File: config.mk
export PLATFORM = sky130hd
export DESIGN_NAME = debounced_counter_display
export DESIGN_NICKNAME = d
export VERILOG_FILES = /design/src/rtl/debounced_counter_pkg.sv /design/src/rtl/debounced_counter_display_debounce_channel.sv /design/src/rtl/debounced_counter_display.sv
export SDC_FILE = /design/constraint.sdc
export NUM_CORES = 1
export LEC_CHECK = 0
export ABC_AREA = 1
export CORE_MARGIN = 8
export CORE_UTILIZATION = 40
export DETAILED_ROUTE_END_ITERATION = 7
export GPL_TIMING_DRIVEN = 0
export PLACE_DENSITY = 0.65
export REMOVE_ABC_BUFFERS = 1
export SLEW_MARGIN = 30
export SYNTH_ARGS = -nofsm -noshare
export SYNTH_HDL_FRONTEND = slang
export SYNTH_HIERARCHICAL = 1
export SYNTH_SLANG_ARGS = --single-unit
File: constraint.sdc
create_clock -name clk -period 1.8 [get_ports clk]
set_input_delay 0.18 -clock clk [delete_from_list [all_inputs] [get_ports clk]]
set_output_delay 0.18 -clock clk [all_outputs]
set_load 0.1 [all_outputs]
File: src/rtl/debounced_counter_pkg.sv
// Shared constants and elaboration-time helpers for the debounced counter display.
// Holds the glyph table, a decimal-to-BCD converter and the parameter legality check.
package debounced_counter_pkg;

  // Active-high gfedcba glyphs for hex digits 0..F, indexed by nibble value.
  localparam logic [15:0][6:0] SEG_GLYPHS = {
    7'b1110001, 7'b1111001, 7'b1011110, 7'b0111001,
    7'b1111100, 7'b1110111, 7'b1101111, 7'b1111111,
    7'b0000111, 7'b1111101, 7'b1101101, 7'b1100110,
    7'b1001111, 7'b1011011, 7'b0000110, 7'b0111111
  };

  function automatic logic [63:0] to_bcd(input int unsigned value);
    logic [63:0] r;
    int unsigned v;
    r = '0;
    v = value;
    for (int i = 0; i < 16; i++) begin
      r[4*i +: 4] = 4'(v % 10);
      v = v / 10;
    end
    return r;
  endfunction

  function automatic bit params_legal(input int width, input int digits, input int max_count,
                                      input int tick_div, input int db_samples);
    longint p10;
    p10 = 1;
    for (int i = 0; i < digits && i < 18; i++) p10 = p10 * 10;
    return (width >= 1) && (width <= 31) && (digits >= 1) && (digits <= 16) &&
           (max_count >= 0) && (longint'(max_count) < (longint'(1) << width)) &&
           (longint'(max_count) < p10) && (width <= 4 * digits) &&
           (tick_div >= 2) && (db_samples >= 1);
  endfunction

endpackage

File: src/rtl/debounced_counter_display_debounce_channel.sv
// One pushbutton channel: 2-FF synchroniser, tick-sampled debouncer and press strobe.
module debounce_channel #(
  parameter int DB_SAMPLES = 8
) (
  input  logic clk,
  input  logic rst_n,
  input  logic tick_i,
  input  logic btn_i,
  output logic pulse_o
);

  localparam int CW = $clog2(DB_SAMPLES + 1);

  logic [1:0]    sync_q;
  logic [CW-1:0] db_cnt_q, db_cnt_d;
  logic          stable_q, stable_d;
  logic          pulse_q, pulse_d;
  logic          sample;

  assign sample = sync_q[1];

  always_comb begin
    stable_d = stable_q;
    db_cnt_d = db_cnt_q;
    if (tick_i) begin
      if (sample == stable_q) begin
        db_cnt_d = '0;
      end else if (db_cnt_q == CW'(DB_SAMPLES - 1)) begin
        stable_d = sample;
        db_cnt_d = '0;
      end else begin
        db_cnt_d = db_cnt_q + CW'(1);
      end
    end
    // Strobe only on the press edge; releases fall through silently.
    pulse_d = stable_d & ~stable_q;
  end

  always_ff @(posedge clk or negedge rst_n) begin
    if (!rst_n) begin
      sync_q   <= '0;
      db_cnt_q <= '0;
      stable_q <= 1'b0;
      pulse_q  <= 1'b0;
    end else begin
      sync_q   <= {sync_q[0], btn_i};
      db_cnt_q <= db_cnt_d;
      stable_q <= stable_d;
      pulse_q  <= pulse_d;
    end
  end

  assign pulse_o = pulse_q;

endmodule

File: src/rtl/debounced_counter_display.sv
// Up/down debounced modulo counter with a BCD shadow, shown on DIGITS seven-segment
// digits in decimal or hex. Segment outputs are registered one cycle behind the count.
module debounced_counter_display
  import debounced_counter_pkg::*;
#(
  parameter int WIDTH          = 8,
  parameter int DIGITS         = 2,
  parameter int MAX_COUNT      = 99,
  parameter int TICK_DIV       = 50000,
  parameter int DB_SAMPLES     = 8,
  parameter int SEG_ACTIVE_LOW = 1
) (
  input  logic                  clk,
  input  logic                  reset,
  input  logic                  btn_up,
  input  logic                  btn_down,
  input  logic                  clr,
  input  logic                  hold,
  input  logic                  sel,
  output logic [WIDTH-1:0]      counter,
  output logic [7*DIGITS-1:0]   segmentos,
  output logic                  up_pulse,
  output logic                  down_pulse,
  output logic                  wrap
);

  if (!params_legal(WIDTH, DIGITS, MAX_COUNT, TICK_DIV, DB_SAMPLES)) begin : g_illegal
    $error("debounced_counter_display: illegal parameter combination");
  end

  localparam int             TW       = $clog2(TICK_DIV);
  localparam int             BW       = 4 * DIGITS;
  localparam logic [BW-1:0]  BCD_MAX  = BW'(to_bcd(MAX_COUNT));
  localparam logic [6:0]     SEG_ZERO = (SEG_ACTIVE_LOW != 0) ? ~SEG_GLYPHS[0] : SEG_GLYPHS[0];

  logic [TW-1:0]       div_q;
  logic                tick;
  logic [WIDTH-1:0]    counter_q, counter_d;
  logic [BW-1:0]       bcd_q, bcd_d, bcd_inc, bcd_dec;
  logic                wrap_q, wrap_d;
  logic [7*DIGITS-1:0] seg_q, seg_d;
  logic [BW-1:0]       hex_src;

  assign tick = (div_q == TW'(TICK_DIV - 1));

  debounce_channel #(.DB_SAMPLES(DB_SAMPLES)) u_up (
    .clk(clk), .rst_n(reset), .tick_i(tick), .btn_i(btn_up), .pulse_o(up_pulse)
  );

  debounce_channel #(.DB_SAMPLES(DB_SAMPLES)) u_down (
    .clk(clk), .rst_n(reset), .tick_i(tick), .btn_i(btn_down), .pulse_o(down_pulse)
  );

  // Decimal ripple carry/borrow across the BCD digits.
  always_comb begin
    logic carry, borrow;
    bcd_inc = bcd_q;
    bcd_dec = bcd_q;
    carry   = 1'b1;
    borrow  = 1'b1;
    for (int i = 0; i < DIGITS; i++) begin
      if (carry) begin
        if (bcd_q[4*i +: 4] == 4'd9) begin
          bcd_inc[4*i +: 4] = 4'd0;
        end else begin
          bcd_inc[4*i +: 4] = bcd_q[4*i +: 4] + 4'd1;
          carry = 1'b0;
        end
      end
      if (borrow) begin
        if (bcd_q[4*i +: 4] == 4'd0) begin
          bcd_dec[4*i +: 4] = 4'd9;
        end else begin
          bcd_dec[4*i +: 4] = bcd_q[4*i +: 4] - 4'd1;
          borrow = 1'b0;
        end
      end
    end
  end

  always_comb begin
    counter_d = counter_q;
    bcd_d     = bcd_q;
    wrap_d    = 1'b0;
    if (clr) begin
      counter_d = '0;
      bcd_d     = '0;
    end else if (hold || (up_pulse && down_pulse)) begin
      counter_d = counter_q;
    end else if (up_pulse) begin
      if (counter_q == WIDTH'(MAX_COUNT)) begin
        counter_d = '0;
        bcd_d     = '0;
        wrap_d    = 1'b1;
      end else begin
        counter_d = counter_q + WIDTH'(1);
        bcd_d     = bcd_inc;
      end
    end else if (down_pulse) begin
      if (counter_q == '0) begin
        counter_d = WIDTH'(MAX_COUNT);
        bcd_d     = BCD_MAX;
        wrap_d    = 1'b1;
      end else begin
        counter_d = counter_q - WIDTH'(1);
        bcd_d     = bcd_dec;
      end
    end
  end

  assign hex_src = BW'(counter_q);

  for (genvar gi = 0; gi < DIGITS; gi++) begin : g_digit
    logic [3:0] nib;
    assign nib = sel ? hex_src[4*gi +: 4] : bcd_q[4*gi +: 4];
    assign seg_d[7*gi +: 7] = (SEG_ACTIVE_LOW != 0) ? ~SEG_GLYPHS[nib] : SEG_GLYPHS[nib];
  end

  always_ff @(posedge clk or negedge reset) begin
    if (!reset) begin
      div_q     <= '0;
      counter_q <= '0;
      bcd_q     <= '0;
      wrap_q    <= 1'b0;
      seg_q     <= {DIGITS{SEG_ZERO}};
    end else begin
      div_q     <= tick ? '0 : div_q + TW'(1);
      counter_q <= counter_d;
      bcd_q     <= bcd_d;
      wrap_q    <= wrap_d;
      seg_q     <= seg_d;
    end
  end

  assign counter   = counter_q;
  assign wrap      = wrap_q;
  assign segmentos = seg_q;

endmodule

==> impl_metrics.csv, run 1 <==
group,metric,value,unit
logic_synthesis,ys_types,33,
setup_path,cp_num_cells,1,
logic_synthesis,synth-edff-count,0,
setup_path,worstSetupPathType,"flip-flop to primary output",
logic_synthesis,ys_top_cells_by_count,"170 x nand2_1, 66 x inv_1, 61 x dfrtp_1",
power_and_ir_drop,switching_share,52.69,%
logic_synthesis,synth.top_cells.by_area,"dfrtp_1 37%, nand2_1 16%, ha_1 7.3%, inv_1 6.1%, nand3_1 5.5%",
outcome,outcome,"completed",
power_and_ir_drop,ir_drop,0.9571,mV
logic_synthesis,yosys.area.top_type,"dfrtp_1",
setup_path,setup.worst_path.end_class,"primary output",
sta,holdWs,0.2404,ns
cts,clk-insertion-delay-late,0.34,ns
sta,post-route-period-util,96.37,%
finish,drive_above_1_share,16.00,%
finish,finalNetCount,626,
finish,areaGrowthSynthToFinish,18.69,%
sta,finalSetupViolCount,0,
floorplan,die_w,117.1,µm
floorplan,pin_count,32,
grt,grt_max_degree,50,
route,wl_per_cell,12.23,µm
sta,tightest_slew,0.9702,ns
floorplan,die-area,0.01372,mm²
sta,drv_slew,0,
cts,path_clk_slew,0.08,ns
floorplan,die_h,117.1,µm
route,routed_wl,9003,µm
logic_synthesis,synthCells,554,
power_and_ir_drop,pwr-share-seq,28.2,%
job,maxCapViolCount,0,
setup_path,crit_chain,"dlygate4sd2_1",
power_and_ir_drop,comb_power_share,52.3,%
sta,rsz0062_at_grt,"false",
logic_synthesis,postSynthAreaPerCell,7.385,µm²
power_and_ir_drop,clock_power_share,19.5,%
power_and_ir_drop,power_density,1509,mW/mm²
floorplan,start_util,40.36,%
setup_path,cp-startpoint,"wrap",
route,drt-initial-drc-count,140,
sta,period_needed,1.735,ns
grt,track_usage,14.29,%
sta,finClkSkew,0.01241,ns
cts,cts_root_buf,"clkbuf_8",
sta,max_slew_margin,35.58,%
cts,clock_sink_count,63,
setup_path,critical_path_buf_inv_count,1,
setup_path,endpoint,"wrap",
cts,cts.path.max_buffers,2,
setup_path,crit_family,"buffers and inverters",
logic_synthesis,synthMostInstantiatedCell,"nand2_1",
route,final_antenna_net_count,0,
route,vias,3555,
setup_path,start_kind,"flip-flop",
logic_synthesis,seq_area_frac_synth,38.59,%
power_and_ir_drop,switchingPower,0.003862,W
grt,grt_overflow_total,0,
finish,fill_cells,1009,
setup_path,cp_slowest_stage_delay,0.86,ns
grt,antenna_found_initial,0,
logic_synthesis,yosysWarningCount,6,
floorplan,rows,37,
place,gp_congestion,0.8651,
place,port_buffers,31,
sta,tns,0,ns
power_and_ir_drop,p_leak,2.557,nW
cts,cts_tree,"done",
hold_path,hold_path_class,"input port to async pin",
setup_path,crit_arrival,1.55,ns
finish,diodes,0,
cts,cts_buffers,9,
power_and_ir_drop,p_int,0.003468,W
sta,timing.fmax,0.5765,GHz
grt,first_global_vias,3508,
setup_path,timing.rr.end,"u_up/db_cnt_q[1]",
setup_path,rr_worst_depth,6,
floorplan,core,0.01014,mm²
route,routed_via_density,4.830,
logic_synthesis,syn-cell-area,0.004091,mm²
setup_path,slowest_stage,"dlygate4sd2_1",
place,dp_hpwl,6478,µm
cts,h-tree-depth,3,
logic_synthesis,synthArstFlopShare,100.0,%
setup_path,r2r_start,"div_q[4]",
setup_path,worst-r2r-setup-slack,0.16,ns
route,first_pass_iters,4,
route,drc,0,
sta,hold_viol,0,
logic_synthesis,synth_seq_cells,63,
grt,grt_first_pass_wirelength,15710,µm
setup_path,cp_max_fo,1,
setup_path,worstPathRequired,1.62,ns
logic_synthesis,synth_ff_type,"dfrtp_1",
logic_synthesis,synth_top_area_share,37.31,%
repair_timing:
item / in CTS / in global routing
resized for setup: 50 / 16
endpoints found under the setup margin: 53 / 33
hold buffers: 1 / 0
buffers inserted: 1 / 2
pin swaps: 1 / 1
hold endpoints to repair: 47 / 0
gates cloned: 1 / 0
worst min path at each step:
stage / start / to / cells past startpoint
floorplan: reset / bcd_q[0] / 0
global placement: u_up/sync_q[0] / u_up/sync_q[1] / 0
detailed placement: reset / counter[4] / 1
CTS: reset / counter[4] / 2
global route: reset / counter[4] / 2
finish: reset / counter[4] / 2
stage by stage:
stage               util, %  setup slack (ns)  area [µm²]  total power [W]  std cells
detailed placement    44.79           -0.4896        4541         0.006009        715
global placement      44.54            -1.594        4516         0.005959        714
floorplan                 -           -0.4245        4035         0.005110        547
global route          47.90         0.0002658        4856         0.007810        736
finish                47.90           0.06538        4856         0.007329        736
CTS                   47.34          0.004437        4800         0.007350        734
sequential cells by signal (all words and copies together) (netlist names):
register,count
div_q,16
u_down/stable_q,1
u_down/db_cnt_q,4
segmentos,14
counter,8
u_up/stable_q,1
u_down/pulse_o,1
wrap,1
u_up/db_cnt_q,4
bcd_q,8
u_down/sync_q,2
u_up/sync_q,2
u_up/pulse_o,1
placed cells by master, fill, tap and decap left out, types with 11 or more instances in the layout:
cell,count
inv_2,14
nand2_1,169
o21ai_1,13
xor2_1,16
o21ai_0,15
a21oi_1,11
nand4_1,14
ha_1,24
nand3_1,44
dfrtp_1,58
inv_1,64
nor2_1,46
dlygate4sd2_1,14
metal layers:
metal	up-vias	global-route usage (%)	share of wire (%)
met1	1648	16.45	46
met2	63	25.20	49
met5	-	0	0
met4	0	5.717	1.3
li1	1834	-	-
met3	10	3.181	4.2
power groups by stage:
| stage | sequential, W | combinational, W | clock (W) |
|---|---|---|---|
| 6_report | 0.00206 | 0.00383 | 0.00143 |
| 5_1_grt | 0.00210 | 0.00417 | 0.00153 |
| 4_1_cts | 0.00205 | 0.00383 | 0.00147 |
| 3_5_place_dp | 0.00208 | 0.00393 | 0 |
| 3_3_place_gp | 0.00208 | 0.00388 | 0 |
| 2_1_floorplan | 0.00354 | 0.00157 | 0 |
layout make-up:
| cell class | count | area [µm²] | area share [%] |
|---|---|---|---|
| Clock buffer | 10 | 137.6 | 2.834 |
| Timing Repair Buffer | 36 | 370.4 | 7.627 |
| Inverter | 78 | 292.8 | 6.029 |
| Multi-Input combinational cell | 407 | 2210 | 45.50 |
| Clock inverter | 6 | 92.59 | 1.907 |
| Tap cell | 136 | 170.2 | 3.504 |
| Sequential cell | 63 | 1583 | 32.59 |
cell families after synthesis:
family | count (synthesis) | share of synthesized area (%)
AOI/OAI and AO/OA | 54 | 8.043
and+or+nand+nor | 309 | 33.43
buffers and inverters | 85 | 8.532
DFF | 63 | 38.59
adders and majority gates | 24 | 7.339
xor gates and xnor gates | 19 | 4.067
Power figures use the tool's default switching activity.
==> run 2, diff against run 1 <==
--- a/config.mk
+++ b/config.mk
@@ -9,6 +9,7 @@
 export CORE_MARGIN = 8
 export CORE_UTILIZATION = 40
 export DETAILED_ROUTE_END_ITERATION = 7
+export GPL_ROUTABILITY_DRIVEN = 0
 export GPL_TIMING_DRIVEN = 0
 export PLACE_DENSITY = 0.65
 export REMOVE_ABC_BUFFERS = 1
==> results of run 2 <==
The final DEF is identical to that of run 1; final timing and power are the same.
==> run 3, diff against run 2 <==
--- a/config.mk
+++ b/config.mk
@@ -5,13 +5,12 @@
 export SDC_FILE = /design/constraint.sdc
 export NUM_CORES = 1
 export LEC_CHECK = 0
-export ABC_AREA = 1
 export CORE_MARGIN = 8
 export CORE_UTILIZATION = 40
 export DETAILED_ROUTE_END_ITERATION = 7
 export GPL_ROUTABILITY_DRIVEN = 0
 export GPL_TIMING_DRIVEN = 0
-export PLACE_DENSITY = 0.65
+export PLACE_DENSITY = 0.66
 export REMOVE_ABC_BUFFERS = 1
 export SLEW_MARGIN = 30
 export SYNTH_ARGS = -nofsm -noshare
==> run 3 against run 2 <==
Compared with the run above: the run now ends with setup timing left; register-to-register slack lost 0.36 ns; first-iteration DRC count rose by 95%; sequential cell count unchanged; cell count shrank 15%; global-route usage grew 1.6 points; largest cell class unchanged; combinational power decreased by 31%; synthesized cell count is 27% lower; non-clock buffer count is 52 higher; maximum frequency shrank 13%; setup slack lost 0.27 ns.
==> impl_metrics.csv, run 3 <==
group,metric,value,unit
outcome,outcome,"finished, violations left",
outcome,violations,"setup timing",
floorplan,rows,35,
power_and_ir_drop,power_density,1114,mW/mm²
floorplan,core,0.009284,mm²
logic_synthesis,synth-compound-area-share,18.58,%
sta,max_slew_margin,35.31,%
setup_path,slowest_stage,"dfrtp_2",
logic_synthesis,syn-cell-area,0.003831,mm²
power_and_ir_drop,clock_power_share,24.3,%
place,port_buffers,31,
cts,h-tree-depth,3,
setup_path,start_kind,"flip-flop",
grt,first_global_vias,3540,
grt,grt_overflow_total,0,
sta,post-route-period-util,111.1,%
sta,rsz0062_at_grt,"true",
logic_synthesis,yosysWarningCount,6,
sta,drv_slew,0,
logic_synthesis,synth-edff-count,0,
finish,fin_area,0.005319,mm²
logic_synthesis,synthMostInstantiatedCell,"dfrtp_1",
logic_synthesis,yosys.area.top_type,"dfrtp_1",
setup_path,crit_chain,"ha_4 -> nand4b_4 -> o41ai_4 -> buf_6 -> o211ai_4 -> mux2_4",
logic_synthesis,synthArstFlopShare,100.0,%
grt,grt_max_degree,48,
power_and_ir_drop,ir_drop,1.167,mV
logic_synthesis,muxShareOfSynthArea,4.213,%
finish,largest_reg_flops,16,
finish,diodes,0,
finish,mostFrequentLayoutCells,"50 x dfrtp_1, 44 x buf_4, 32 x nor2_1, 31 x nand2_1",
cts,cts_buffers,9,
power_and_ir_drop,comb_power_share,44.8,%
place,place_area,0.004284,mm²
hold_path,hold_path_class,"input port to async pin",
logic_synthesis,postSynthAreaPerCell,9.483,µm²
finish,regArea,0.001593,mm²
route,vias,3473,
route,first_pass_iters,4,
sta,tns,-2.011,ns
sta,timing.fmax,0.4999,GHz
finish,mostFrequentLayoutCell,"dfrtp_1",
logic_synthesis,synth_xor_area_share,4.115,%
sta,finalSetupViolCount,23,
logic_synthesis,ys_top_cells_by_count,"61 x dfrtp_1, 39 x nand2_1, 35 x nor2_1",
floorplan,die_w,113.9,µm
floorplan,die_h,113.9,µm
cts,cts_root_buf,"clkbuf_8",
power_and_ir_drop,switching_share,45.40,%
power_and_ir_drop,p_leak,2.451,nW
logic_synthesis,synth.top_cells.by_area,"dfrtp_1 40%, ha_1 7.8%, nand2_1 3.8%, nor2_1 3.4%, o21ai_0 3.3%",
setup_path,setup.worst_path.end_class,"flip-flop",
power_and_ir_drop,p_int,0.003236,W
logic_synthesis,synthCells,404,
setup_path,rr_worst_depth,6,
route,routed_via_density,5.557,
job,maxCapViolCount,0,
finish,regMostFlops,"div_q",
finish,areaGrowthSynthToFinish,38.83,%
logic_synthesis,synth_top_area_share,39.84,%
route,drt-initial-drc-count,273,
setup_path,worstSetupPathType,"flip-flop to flip-flop",
grt,track_usage,15.85,%
route,routed_wl,10410,µm
logic_synthesis,ys_types,57,
power_and_ir_drop,switchingPower,0.002691,W
cts,clk-insertion-delay-late,0.35,ns
logic_synthesis,seq_area_frac_synth,41.21,%
route,drc,0,
grt,grt_first_pass_wirelength,16660,µm
finish,drive_above_1_share,35.48,%
sta,tightest_slew,0.9743,ns
cts,clock_sink_count,63,
logic_synthesis,synth-adder-area-share,7.838,%
finish,fill_cells,792,
floorplan,die-area,0.01297,mm²
setup_path,cp_max_fo,7,
sta,finClkSkew,0.01161,ns
sta,period_needed,2.000,ns
place,dp_hpwl,6054,µm
cts,path_clk_slew,0.08,ns
cts,cts_tree,"done",
logic_synthesis,synth_ff_type,"dfrtp_1",
setup_path,cp_slowest_stage_delay,0.48,ns
logic_synthesis,synth_top_family_by_area,"simple AND/OR/NAND/NOR gates",
grt,antenna_found_initial,0,
sta,fin_ws,-0.2003,ns
sta,hold_viol,0,
power_and_ir_drop,total_power,0.005927,W
logic_synthesis,synthSimpleGateAreaFrac,20.35,%
setup_path,crit_arrival,2.24,ns
setup_path,worstPathRequired,2.04,ns
finish,multi_input_area,0.002447,mm²
logic_synthesis,synth_seq_cells,63,
power_and_ir_drop,pwr-share-seq,30.9,%
floorplan,start_util,41.27,%
route,final_antenna_net_count,0,
route,wl_per_cell,16.65,µm
finish,finalNetCount,522,
sta,holdWs,0.2593,ns
floorplan,pin_count,32,
cts,cts.path.max_buffers,2,
-- run 3: cell types whose count changed after synthesis, sizes merged, moves of 10 or more --
cell | before | now
and3 | 0 | 10
inv | 78 | 22
nand2 | 179 | 39
nand3 | 47 | 16
nor2 | 58 | 35
o22ai | 0 | 10
xor2 | 16 | 6
-- run 3: final cells by class --
cell class / instances / area share [%]
Sequential cell: 63 / 29.95
Clock inverter: 6 / 1.741
Timing Repair Buffer: 88 / 15.03
Multi-Input combinational cell: 307 / 46.01
Clock buffer: 10 / 2.588
Inverter: 22 / 1.647
Tap cell: 129 / 3.035
-- run 3: routing by layer --
layer  track usage, %  wire [µm]
met5                0          0
met4            6.655        328
met3            4.279        650
met2            27.10       5141
met1            18.27       4287
-- run 3: worst paths after layout --
kind | slack (ns) | endpoint | startpoint
max | -0.20 | bcd_q[5] | counter[1]
min | 0.26 | segmentos[1] | reset
max reg2reg | -0.20 | bcd_q[5] | counter[1]
min reg2reg | 0.36 | u_up/sync_q[1] | u_up/sync_q[0]
max in group asynchronous | 0.99 | segmentos[6] | reset
min in group clk | 0.27 | u_up/sync_q[0] | btn_up
-- run 3: cell families (layout without fill, tap and decap cells) --
family	count (synthesis)	after routing
DFF	63	63
muxes	14	14
and+or+nand+nor	151	151
AOI/OAI and AO/OA	100	100
xor gates and xnor gates	18	18
adders and majority gates	24	24
buffers and inverters	34	126
-- run 3: stage by stage --
stage | setup WS [ns] | instances | util [%]
after floorplan | -1.078 | 392 | -
after global placement | -1.516 | 552 | 45.71
after detailed placement | -0.8326 | 554 | 46.15
after CTS | -0.1529 | 609 | 54.30
after global routing | -0.2396 | 625 | 57.29
final | -0.2003 | 625 | 57.29
-- run 3: power by group through the flow --
stage                     clock network (W)  logic, W  registers, W
after floorplan                           0  0.000838       0.00278
after global placement                    0   0.00229       0.00187
after detailed placement                  0   0.00232       0.00186
after CTS                           0.00146   0.00251       0.00181
after global routing                0.00152   0.00281       0.00186
final                               0.00144   0.00266       0.00183
-- run 3: repair_timing --
item / CTS / global route
buffers inserted: 38 / 18
setup endpoints to repair: 75 / 36
gates resized for setup: 119 / 39
hold endpoints to repair: 16 / 0
pin swaps: 25 / 21
hold buffers: 1 / 0
-- run 3: worst max-delay path, delay by kind of cell, from the launching register on --
kind	cells	cell delay, ns
muxes	1	0.33
and+or+nand+nor	1	0.12
AOI/OAI and AO/OA	2	0.59
DFF	1	0.48
adders and majority gates	1	0.18
buffers and inverters	1	0.20
